$ cat src/rtl/fft_pkg.sv
// Shared constants, FSM encoding and bit-reverse helper for the
// FFT result streamer.
package fft_pkg;

   localparam int N_LOG2     = 5;
   localparam int DATA_W     = 64;
   localparam int FIFO_DEPTH = 4;

   typedef enum logic [1:0] {
      IDLE   = 2'd0,
      READ   = 2'd1,
      DRAIN  = 2'd2,
      FINISH = 2'd3
   } state_e;

   // Reverse the low n bits of v; upper bits of the result are zero.
   function automatic logic [31:0] bitrev(
      input logic [31:0] v,
      input int unsigned n
   );
      logic [31:0] r;
      r = {<<{v}};
      return r >> (32 - n);
   endfunction

endpackage

$ cat src/rtl/fft_result_streamer_fifo.sv
// Small first-word-fall-through FIFO holding tagged result words
// between the memory read pipeline and the consumer.
module result_fifo #(
   parameter int W     = 69,
   parameter int DEPTH = fft_pkg::FIFO_DEPTH
) (
   input  logic                       clk,
   input  logic                       clr,
   input  logic                       push_i,
   input  logic [W-1:0]               push_data_i,
   input  logic                       pop_i,
   output logic [W-1:0]               pop_data_o,
   output logic                       full_o,
   output logic                       empty_o,
   output logic [$clog2(DEPTH+1)-1:0] count_o
);

   localparam int AW = $clog2(DEPTH);
   localparam int CW = $clog2(DEPTH+1);

   logic [DEPTH-1:0][W-1:0] mem_q;
   logic [AW-1:0]           wr_q;
   logic [AW-1:0]           rd_q;
   logic [CW-1:0]           cnt_q;
   logic                    do_push;
   logic                    do_pop;

   assign full_o     = (cnt_q == CW'(DEPTH));
   assign empty_o    = (cnt_q == '0);
   assign count_o    = cnt_q;
   assign pop_data_o = mem_q[rd_q];

   assign do_pop  = pop_i & ~empty_o;
   // A pop frees the head slot in the same cycle, so a full FIFO may
   // still accept a push alongside it.
   assign do_push = push_i & (~full_o | do_pop);

   always_ff @(posedge clk or posedge clr) begin
      if (clr) begin
         mem_q <= '0;
         wr_q  <= '0;
         rd_q  <= '0;
         cnt_q <= '0;
      end else begin
         if (do_push) begin
            mem_q[wr_q] <= push_data_i;
            wr_q        <= wr_q + AW'(1);
         end
         if (do_pop) begin
            rd_q <= rd_q + AW'(1);
         end
         unique case ({do_push, do_pop})
            2'b10:   cnt_q <= cnt_q + CW'(1);
            2'b01:   cnt_q <= cnt_q - CW'(1);
            default: cnt_q <= cnt_q;
         endcase
      end
   end

endmodule

$ cat src/rtl/fft_result_streamer.sv
// Unloads a bit-reversed FFT result memory and streams the words out
// in natural frequency order over a valid/ready interface.
module fft_result_streamer #(
   parameter int N_LOG2   = fft_pkg::N_LOG2,
   parameter int DATA_W   = fft_pkg::DATA_W,
   parameter int READ_LAT = 1
) (
   input  logic              clk,
   input  logic              clr,
   input  logic              start,
   output logic [N_LOG2-1:0] mem_address,
   input  logic [DATA_W-1:0] mem_data,
   output logic [DATA_W-1:0] out_data,
   output logic [N_LOG2-1:0] out_index,
   output logic              out_valid,
   input  logic              out_ready,
   output logic              busy,
   output logic              done
);

   import fft_pkg::*;

   localparam int CW = N_LOG2 + 1;
   localparam int NW = 1 << N_LOG2;
   localparam int EW = DATA_W + N_LOG2;
   localparam int OW = $clog2(FIFO_DEPTH + 1);
   localparam int UW = OW + 1;

   state_e                          state_q;
   logic [CW-1:0]                   rd_count_q;
   logic [CW-1:0]                   xfer_count_q;
   logic                            busy_q;
   logic                            done_q;
   logic [READ_LAT-1:0]             pv_q;
   logic [READ_LAT-1:0][N_LOG2-1:0] pk_q;

   logic [OW-1:0] fifo_count;
   logic          fifo_full;
   logic          fifo_empty;
   logic [EW-1:0] head;
   logic [UW-1:0] in_flight;
   logic          issue;
   logic          push;
   logic          pop;

   always_comb begin
      in_flight = '0;
      for (int i = 0; i < READ_LAT; i++) begin
         in_flight = in_flight + UW'(pv_q[i]);
      end
   end

   // Reads in flight reserve a FIFO slot so returning data never overflows.
   assign issue = (state_q == READ) & ~fifo_full &
                  (({1'b0, fifo_count} + in_flight) < UW'(FIFO_DEPTH));
   assign push  = pv_q[READ_LAT-1];
   assign pop   = ~fifo_empty & out_ready;

   assign mem_address =
      N_LOG2'(bitrev(32'(rd_count_q[N_LOG2-1:0]), N_LOG2));

   assign out_valid = ~fifo_empty;
   assign out_data  = head[DATA_W-1:0];
   assign out_index = head[EW-1:DATA_W];
   assign busy      = busy_q;
   assign done      = done_q;

   always_ff @(posedge clk or posedge clr) begin
      if (clr) begin
         pv_q <= '0;
         pk_q <= '0;
      end else begin
         pv_q[0] <= issue;
         pk_q[0] <= rd_count_q[N_LOG2-1:0];
         for (int i = 1; i < READ_LAT; i++) begin
            pv_q[i] <= pv_q[i-1];
            pk_q[i] <= pk_q[i-1];
         end
      end
   end

   always_ff @(posedge clk or posedge clr) begin
      if (clr) begin
         state_q      <= IDLE;
         rd_count_q   <= '0;
         xfer_count_q <= '0;
         busy_q       <= 1'b0;
         done_q       <= 1'b0;
      end else begin
         done_q <= 1'b0;
         if (issue) begin
            rd_count_q <= rd_count_q + CW'(1);
         end
         if (pop) begin
            xfer_count_q <= xfer_count_q + CW'(1);
         end
         unique case (state_q)
            IDLE: begin
               if (start) begin
                  state_q      <= READ;
                  rd_count_q   <= '0;
                  xfer_count_q <= '0;
                  busy_q       <= 1'b1;
               end
            end
            READ: begin
               if (issue && rd_count_q == CW'(NW - 1)) begin
                  state_q <= DRAIN;
               end
            end
            DRAIN: begin
               if (pop && xfer_count_q == CW'(NW - 1)) begin
                  state_q <= FINISH;
                  busy_q  <= 1'b0;
                  done_q  <= 1'b1;
               end
            end
            FINISH: begin
               state_q <= IDLE;
            end
            default: begin
               state_q <= IDLE;
            end
         endcase
      end
   end

   result_fifo #(
      .W     (EW),
      .DEPTH (FIFO_DEPTH)
   ) u_fifo (
      .clk         (clk),
      .clr         (clr),
      .push_i      (push),
      .push_data_i ({pk_q[READ_LAT-1], mem_data}),
      .pop_i       (pop),
      .pop_data_o  (head),
      .full_o      (fifo_full),
      .empty_o     (fifo_empty),
      .count_o     (fifo_count)
   );

endmodule

$ cat config.mk
export PLATFORM = sky130hd
export DESIGN_NAME = fft_result_streamer
export DESIGN_NICKNAME = d
export VERILOG_FILES = /design/src/rtl/fft_pkg.sv /design/src/rtl/fft_result_streamer_fifo.sv /design/src/rtl/fft_result_streamer.sv
export SDC_FILE = /design/constraint.sdc
export NUM_CORES = 1
export LEC_CHECK = 0
export CORE_MARGIN = 8
export CORE_UTILIZATION = 57
export CTS_CLUSTER_SIZE = 16
export DETAILED_ROUTE_END_ITERATION = 6
export HOLD_SLACK_MARGIN = 0.08
export MAX_ROUTING_LAYER = met4
export PLACE_DENSITY = 0.76
export SLEW_MARGIN = 20
export SYNTH_ARGS = -nofsm -noshare
export SYNTH_HDL_FRONTEND = slang
export SYNTH_HIERARCHICAL = 1
export SYNTH_SLANG_ARGS = --single-unit
$ cat constraint.sdc
create_clock -name clk -period 13.2 [get_ports clk]
set_input_delay 3.3 -clock clk [delete_from_list [all_inputs] [get_ports clk]]
set_output_delay 3.3 -clock clk [all_outputs]
set_load 0.005 [all_outputs]
==> results.md, run 1 <==
- Async set-reset flop share out of synthesis: 1.00
- Chip width: 171 microns
- Fmax: 154 MHz
- Total GRT Usage: 0.198
- Slowest stage delay, CP: 0.81 ns
- Post-synth EDFFs: 0
- Area delta synth->final: 18.8%
- Initial DRC Count: 441
- Tot Pwr: 4350 uW
- IO buf count: 144
- Worst EP arrival: 3.21 ns
- Die area: 0.0294 sq mm
- Syn nets: 902
- Final Util: 0.680
- Register share of total power: 0.388
- XOR/XNOR Fraction of Synth Area: 0.00954
- Vias per cell: 5.70
- Die height: 171 microns
- Pwr per Cell Area: 266 mW/mm^2
- Post-CTS setup buffers: 0
- Share of cells above drive strength 1: 0.429
- Cell Chain, Critical Path: buf_4 > mux4_2 > clkdlybuf4s50_1
- Skew final: 0.0117 ns
- GP Congestion: 0.757
- Net Sw Frac: 0.281
- Post-layout min period: 6.51 ns
- Compound-Gate Fraction of Synth Area: 0.00927
- Clock group share of total power: 0.212
- Internal: 3130 uW
- Initial Utilization: 0.573
- Ports: 145
- Worst-Skew Late Latency: 0.49 ns
- Simple-Gate Fraction of Synth Area: 0.0270
- Worst-margin pin slew: 0.948 ns
- Total via count in the routed design: 7,425
- Pin count of the biggest net entering global routing: 141
- P_leak: 0.00710 uW
- Worst-path maximum fanout: 47
- Wire length after detailed routing: 27,200 microns
- NetSw: 1220 uW
- H-Tree Depth: 2
- Fillers: 1,675
- Num rows: 57
- Mean post-synth cell area: 16.7 sq um
- Clock buffer depth: 3
- Detailed Place HPWL: 16,300 microns
- Maximum VDD drop: 133 uV
- First-pass GRT wire length: 44,600 microns
- Status: completed
- Synth Flop Type: dfrtp_1
- Number of cells on the worst reg-to-reg path: 7
- Clk root buf: clkbuf_16
- Final hold vios: 0
- Vias in the first global route: 8,321
- CTS buffer count: 34
- Nets: 1,034
- Crit. End Element: output pin
- Synth Warn #: 6
- Post-CTS Hold Buffers: 0
- Cell Area, Synth: 0.0138 sq mm
- Power share of the combinational group: 0.400
- Post-Synth Adder-Cell Area: 0.0105
- Sink Count: 305
- Multiplexer area fraction after synthesis: 0.353
- Post_cts resized: 0
- Min Hold Slack: 0.487 ns
- FF+latch count, synth: 305
- Drc violations: 0
- Critical Path Start Type: flop
- Cells after synthesis: 823
- Sequential-to-total area share from yosys stat: 0.554
- Post-DRT Antenna Nets: 0
- Clk slew on worst S/H paths: 0.06 ns
- Core area: 0.0240 sq mm
- Remaining Overflow, GRT: 0
- Critical Path Stages: 3
- Crit path buf inv count: 2
- Final TNS setup: 0 ns
- Number of library cell types mapped by synthesis: 42
- Rel. slew slack: 0.368
- Max-Cap Viols: 0
- RSZ-0062 raised after global routing: no
- Hold crit path type: reg2reg
- Final period util: 0.493
- TritonCTS clock tree: built
- DR WL/cell: 20.9 microns
- Max-slew violations: 0
- Finish-stage setup viols: 0
- Slowest cell on crit path: buf_4
- Final Cell Area: 0.0164 sq mm
- CP Class: reg2out
- Drt first pass iters: 4
- Placement Cell Area: 0.0152 sq mm
- Largest delay share family, worst path: buffers and inverters
- Main combinational cell family by area after synthesis: multiplexers
- Worst path required time: 9.90 ns
- Initial antenna violation count: 0
- Hold Path Stages: 0
==> cells by family after synthesis <==
| family | after synthesis |
|---|---|
| xor gates and xnor gates | 15 |
| muxes | 349 |
| and+or+nand+nor | 57 |
| adders and majority gates | 11 |
| buffers and inverters | 69 |
| DFF | 305 |
| AOI/OAI and AO/OA | 17 |
==> Yosys cell counts (all sizes together), types with 3 or more instances <==
library cell  number  area [sq um]
a21oi              3          15.0
and2               3          18.8
and3               3          18.8
buf               53           445
clkbuf             3          11.3
dfrtp            305          7630
ha                10           125
inv               13          48.8
mux2             277          3270
mux2i              3          30.0
mux4              69          1550
nand2              8          30.0
nand3              8          90.1
nand4              4          25.0
nor2              15          56.3
nor2b              4          25.0
o21ai              4          20.0
xnor2              8          70.1
xor2               7          61.3
==> layout by cell type (no fill, tap or decap), drive strengths merged, types with 2 or more instances in the layout <==
cell type      count
dfrtp            305
mux2             277
clkdlybuf4s50    144
mux4              69
clkbuf            52
nor2              15
inv               14
ha                10
xnor2              8
nand2              8
buf                8
nand3              8
xor2               7
nand4              4
nor2b              4
o21ai              4
clkinv             4
and2               3
and3               3
mux2i              3
a21oi              3
nor3b              2
or3                2
nor3               2
a211oi             2
or2                2
o211ai             2
o31ai              2
==> through the flow <==
step           cells  setup slack [ns]
2_1_floorplan    823              2.09
3_3_place_gp    1243              6.65
3_5_place_dp    1243              6.58
4_1_cts         1302              6.58
5_1_grt         1302              6.47
6_report        1303              6.69
==> layer usage <==
layer / GRT usage / wire length (microns) / vias up
met3: 0.0298 / 913 / 39
li1: - / - / 3301
met2: 0.322 / 13700 / 132
met4: 0.0529 / 486 / 0
met5: - / 0 / -
met1: 0.259 / 12100 / 3953
==> worst reg2reg max path: stages, from the launching register on <==
cell,delay (ns)
dfrtp_1,0.45
or3_1,0.45
inv_1,0.12
nor2b_1,0.19
or4b_1,0.74
nand3_4,0.54
buf_4,0.66
mux2_2,0.45
==> layout make-up <==
class,instances,area [sq um],share of cell area
flip-flops and latches,305,7640,0.467
repair buffers,152,1510,0.0923
clock buffers,52,1040,0.0637
diodes,1,2.50,0.000153
well taps,324,405,0.0248
clock inverters,7,66.3,0.00406
inverters,13,56.3,0.00344
multi-input cells,449,5630,0.344
==> power by group through the flow <==
stage,registers [uW],logic (uW),clock network [uW]
3_5_place_dp,1700,1760,0
6_report,1690,1740,921
5_1_grt,1750,1870,985
3_3_place_gp,1680,1730,0
4_1_cts,1690,1770,949
2_1_floorplan,1550,1200,0
==> flip-flops by register name (all words and copies together), names as in the netlist <==
name,flops
busy,1
state_q,2
u_fifo/mem_q,276
pk_q,5
push,1
done,1
rd_count_q,6
u_fifo/wr_q,2
u_fifo/count_o,3
xfer_count_q,6
u_fifo/rd_q,2
==> final timing paths <==
check	from	to	slack, ns
worst max-delay path	u_fifo/rd_q[0]	out_data[63]	6.69
worst min register to register	rd_count_q[4]	pk_q[4]	0.49
max in group asynchronous	clr	u_fifo/mem_q[103]	8.41
worst min-delay path	rd_count_q[4]	pk_q[4]	0.49
min in group asynchronous	clr	pk_q[2]	3.46
worst max register to register	u_fifo/count_o[1]	u_fifo/mem_q[239]	9.47
No activity file was read; power rests on OpenSTA's default activity.
==> run 2: changes to the inputs <==
==> constraint.sdc (replaced) <==
create_clock -name clk -period 6.5 [get_ports clk]
set_input_delay 1.625 -clock clk [delete_from_list [all_inputs] [get_ports clk]]
set_output_delay 1.625 -clock clk [all_outputs]
set_load 0.005 [all_outputs]
==> results.md, run 2 (synthesis gave the netlist of run 1 again) <==
- Rel. slew slack: 0.322 (-0.0461)
- Post-CTS setup buffers: 0 (unchanged)
- FF-to-FF End: u_fifo/mem_q[97]
- CTS buffer count: 34 (unchanged)
- Clk slew on worst S/H paths: 0.06 ns (about the same)
- Maximum VDD drop: 289 uV (+120%)
- RSZ-0062 raised after global routing: no
- Detailed Place HPWL: 16,900 microns (+3.4%)
- Area delta synth->final: 19.1%
- Initial Utilization: 0.573 (unchanged)
- Total GRT Usage: 0.197 (-0.000230)
- Worst EP arrival: 3.01 ns (-0.20 ns)
- Initial antenna violation count: 0 (unchanged)
- DR WL/cell: 20.6 microns (-1.4%)
- Final hold vios: 0 (unchanged)
- Final TNS setup: 0 ns (unchanged)
- Drc violations: 0 (unchanged)
- Clk root buf: clkbuf_16
- Finish-stage setup viols: 0 (unchanged)
- Fmax: 216 MHz
- CP startpoint: u_fifo/rd_q[0]
- Num rows: 57 (unchanged)
- Tot Pwr: 8830 uW (+100%)
- Wire length after detailed routing: 27,000 microns (-0.98%)
- Share of cells above drive strength 1: 0.432 (+0.00246)
- Critical Path Start Type: flop
- Crit. End Element: output pin
- Die area: 0.0294 sq mm (unchanged)
- H-Tree Depth: 2 (unchanged)
- # diodes: 0 (-1)
- Worst-margin pin slew: 1.02 ns (+0.0691 ns)
- Hold crit path type: reg2reg
- TritonCTS clock tree: built
- Total via count in the routed design: 7,404 (-0.28%)
- Worst-Skew Late Latency: 0.50 ns (about the same)
- GP Congestion: 0.772 (+2.0%)
- Clock buffer depth: 3 (unchanged)
- Fillers: 1,665 (-0.60%)
- Pwr per Cell Area: 539 mW/mm^2 (+100%)
- Most flops, register: u_fifo/mem_q
- Final period util: 0.712
- Vias in the first global route: 8,360 (+0.47%)
- Post_cts resized: 0 (unchanged)
- Skew final: 0.00848 ns (-0.00322 ns)
- Worst-path maximum fanout: 47 (unchanged)
- First-pass GRT wire length: 44,800 microns (+0.34%)
- Commonest non-fill, non-tap cell in the layout: dfrtp_1
- Nets: 1,039 (+0.48%)
- Chip width: 171 microns (unchanged)
- Initial DRC Count: 379 (-14%)
- CP Class: reg2out
- Pin count of the biggest net entering global routing: 173 (+23%)
- Number of cells on the worst reg-to-reg path: 8 (+1)
- Final Cell Area: 0.0164 sq mm (+0.26%)
- Core area: 0.0240 sq mm (unchanged)
- Worst path required time: 4.88 ns (-5.02 ns)
- Status: completed
- Max-Cap Viols: 0 (unchanged)
- Number of flip-flops in the largest register: 276 (unchanged)
- P_leak: 0.00713 uW (+0.37%)
- Sink Count: 305 (unchanged)
- Largest regs: u_fifo/mem_q (276), rd_count_q (6), xfer_count_q (6)
- Post-CTS Hold Buffers: 0 (unchanged)
- Commonest non-fill, non-tap cells in the layout: dfrtp_1 (303), mux2_2 (237), clkdlybuf4s50_1 (144), mux4_2 (69), mux2_4 (40)
- Die height: 171 microns (unchanged)
- Post-DRT Antenna Nets: 0 (unchanged)
- Drt first pass iters: 4 (unchanged)
- Ports: 145 (unchanged)
- Post-layout min period: 4.63 ns
- Placement Cell Area: 0.0153 sq mm (+0.30%)
- Critical path endpoint: out_data[63]
- Reg2reg start: u_fifo/count_o[0]
- Remaining Overflow, GRT: 0 (unchanged)
- Worst R2R Setup Slack: 2.75 ns (-6.72 ns)
- IO buf count: 144 (unchanged)
- Vias per cell: 5.66 (-0.66%)
- Max-slew violations: 0 (unchanged)
[run 2: cell count changes in the layout (fill, tap and decap cells not counted)]
cell      delta
diode_2      -1
inv_8        -1
buf_4        +6
buf_6        -2
inv_6        -1
clkinv_2     +1
clkbuf_8     +1
clkbuf_1     +1
buf_12       +1
[run 2: routing by layer]
metal,GRT usage,up-vias,wire length (microns)
li1,-,3297,-
met1,0.258,3946,12100
met2,0.325,127,13500
met3,0.0310,34,929
met4,0.0439,0,392
met5,-,-,0
[run 2: final cells by class]
type,count,area [sq um],share of cell area
inverter,13,52.6,0.00321
timing repair buffer,157,1550,0.0946
clock buffer,54,1060,0.0646
clock inverter,6,55.1,0.00336
sequential,305,7640,0.466
multi-input combinational,449,5630,0.343
tap,324,405,0.0247
[run 2: worst min path at each step]
| stage | slack (ns) | from | to | cells after the start |
|---|---|---|---|---|
| floorplan | 0.41 | rd_count_q[4] | pk_q[4] | 0 |
| global placement | 0.47 | rd_count_q[4] | pk_q[4] | 0 |
| detailed placement | 0.45 | rd_count_q[4] | pk_q[4] | 0 |
| CTS | 0.47 | rd_count_q[4] | pk_q[4] | 0 |
| global route | 0.49 | rd_count_q[4] | pk_q[4] | 0 |
| finish | 0.47 | rd_count_q[4] | pk_q[4] | 0 |
[run 2: report_power, final]
part / leakage (uW) / switching (uW) / total, uW / internal (uW)
combinational: 0.00289 / 1100 / 3500 / 2390
clock: 0.000552 / 715 / 1870 / 1160
sequential: 0.00369 / 643 / 3470 / 2830
[run 2: through the flow]
step	std cells	hold WS [ns]	util	setup slack, ns
after floorplan	823	0.406	-	1.13
after global placement	1248	0.466	0.636	1.70
after detailed placement	1248	0.452	0.636	1.68
after CTS	1308	0.469	0.682	1.78
after global routing	1308	0.489	0.682	1.69
final	1308	0.470	0.682	1.87
[run 2: worst max-delay path, stage by stage, from the launching register on]
cell,delay [ns]
dfrtp_4,1.02
buf_4,0.41
mux4_2,0.58
clkdlybuf4s50_1,0.48
==> run 3: changes to the inputs <==
==> constraint.sdc (replaced) <==
create_clock -name clk -period 4.8 [get_ports clk]
set_input_delay 1.2 -clock clk [delete_from_list [all_inputs] [get_ports clk]]
set_output_delay 1.2 -clock clk [all_outputs]
set_load 0.005 [all_outputs]
==> results.md, run 3 (synthesis gave the netlist of run 1 again) <==
- Status: completed
- Crit path buf inv count: 2 (unchanged)
- Core area: 0.0240 sq mm (unchanged)
- Register area: 0.00764 sq mm (unchanged)
- Worst-path maximum fanout: 32 (-32%)
- Chip width: 171 microns (unchanged)
- Finish-stage setup viols: 0 (unchanged)
- First-pass GRT wire length: 44,800 microns (about the same)
- Remaining Overflow, GRT: 0 (unchanged)
- Fmax: 258 MHz
- Post-layout min period: 3.88 ns
- Max-slew violations: 0 (unchanged)
- Final TNS setup: 0 ns (unchanged)
- CTS buffer count: 34 (unchanged)
- Commonest non-fill, non-tap cell in the layout: dfrtp_1
- Largest regs: u_fifo/mem_q (276), rd_count_q (6), xfer_count_q (6)
- Min Hold Slack: 0.452 ns (-0.0173 ns)
- Die area: 0.0294 sq mm (unchanged)
- Max-Cap Viols: 0 (unchanged)
- Hold crit path type: reg2reg
- Cell Chain, Critical Path: buf_12 > mux4_2 > clkdlybuf4s50_1
- Vias in the first global route: 8,331 (-0.35%)
- DR WL/cell: 20.9 microns (+1.5%)
- H-Tree Depth: 2 (unchanged)
- Total GRT Usage: 0.198 (+0.000686)
- Pin count of the biggest net entering global routing: 87 (-50%)
- Final period util: 0.809
- Final Util: 0.692 (+0.00968)
- Largest delay share family, worst path: buffers and inverters
- Rel. slew slack: 0.391 (+0.0691)
- Die height: 171 microns (unchanged)
- Post-CTS Hold Buffers: 0 (unchanged)
- Post-DRT Antenna Nets: 0 (unchanged)
- Final hold vios: 0 (unchanged)
- Initial Utilization: 0.573 (unchanged)
- TritonCTS clock tree: built
- RSZ-0062 raised after global routing: no
- Skew final: 0.0130 ns (+0.00453 ns)
- Share of cells above drive strength 1: 0.438 (+0.00578)
- Total via count in the routed design: 7,461 (+0.77%)
- Post_cts resized: 0 (unchanged)
- Sink Count: 305 (unchanged)
- Crit. End Element: output pin
- Tot Pwr: 12,200 uW (+38%)
- P_leak: 0.00724 uW (+1.6%)
- Detailed Place HPWL: 17,400 microns (+2.8%)
- Clk root buf: clkbuf_16
- Num rows: 57 (unchanged)
- Worst EP arrival: 2.68 ns (-0.33 ns)
- Area occupied by multi-input gates: 0.00563 sq mm (unchanged)
- IO buf count: 144 (unchanged)
- Pre-CTS WS: 0.955 ns (-0.726 ns)
- Maximum VDD drop: 438 uV (+52%)
- Commonest non-fill, non-tap cells in the layout: dfrtp_1 (303), mux2_2 (237), clkdlybuf4s50_1 (144), mux4_2 (69), mux2_4 (40)
- Worst path required time: 3.60 ns (-1.28 ns)
- Worst-Skew Late Latency: 0.49 ns (about the same)
- Ports: 145 (unchanged)
- Slowest cell on crit path: dfrtp_4
- Worst-margin pin slew: 0.912 ns (-0.106 ns)
- Wire length after detailed routing: 27,400 microns (+1.8%)
- Critical Path Start Type: flop
- Fillers: 1,651 (-0.84%)
- Nets: 1,045 (+0.58%)
- Worst Slack Setup Final: 0.919 ns (-0.951 ns)
- GP Congestion: 0.777 (+0.65%)
- Initial DRC Count: 329 (-13%)
- Drt first pass iters: 4 (unchanged)
- Area delta synth->final: 20.8%
- Initial antenna violation count: 1 (+1)
- Clock buffer depth: 3 (unchanged)
- Drc violations: 0 (unchanged)
- Pwr per Cell Area: 733 mW/mm^2 (+36%)
- Post-CTS setup buffers: 0 (unchanged)
- Vias per cell: 5.69 (+0.46%)
- Clk slew on worst S/H paths: 0.05 ns (about the same)
- CP Class: reg2out
- Number of flip-flops in the largest register: 276 (unchanged)
- Slowest stage delay, CP: 0.74 ns (-0.28 ns)
- Most flops, register: u_fifo/mem_q
## run 3: changes by cell type in the layout (fill, tap and decap cells not counted), sizes merged
| cell | delta |
|---|---|
| clkbuf | -6 |
| diode | +1 |
| clkinv | -1 |
| bufinv | +4 |
| buf | +6 |
## run 3: through the flow
stage,cell area (sq um),cells
global route,16600,1312
global placement,15400,1254
floorplan,13800,823
detailed placement,15400,1254
CTS,16600,1311
finish,16600,1312
## run 3: worst paths after layout
path                                   startpoint           endpoint  slack, ns  cells past startpoint
max in group asynchronous                     clr   u_fifo/mem_q[33]       2.59                      3
worst min-delay path                rd_count_q[1]            pk_q[1]       0.45                      0
worst min register to register      rd_count_q[1]            pk_q[1]       0.45                      0
worst max register to register  u_fifo/count_o[0]  u_fifo/mem_q[168]       1.68                      7
min in group asynchronous                     clr               busy       1.28                      2
worst max-delay path               u_fifo/rd_q[0]       out_data[29]       0.92                      3
## run 3: routing by layer
metal | vias up | GRT usage | routed length, microns
met4 | 0 | 0.0476 | 397
met1 | 3974 | 0.263 | 12300
met2 | 137 | 0.317 | 13500
met3 | 40 | 0.0347 | 1150
met5 | - | - | 0
li1 | 3310 | - | -
## run 3: area by class of cell
class / instances / area share
clock buffers: 48 / 0.0612
repair buffers: 163 / 0.103
multi-input cells: 449 / 0.339
diodes: 1 / 0.000151
inverters: 13 / 0.00316
well taps: 324 / 0.0244
flip-flops and latches: 305 / 0.460
clock inverters: 9 / 0.0102
## run 3: power breakdown
group          switching (uW)  internal, uW
clock network             987          1740
logic                    1570          3270
registers                 797          3830
total                    3350          8840
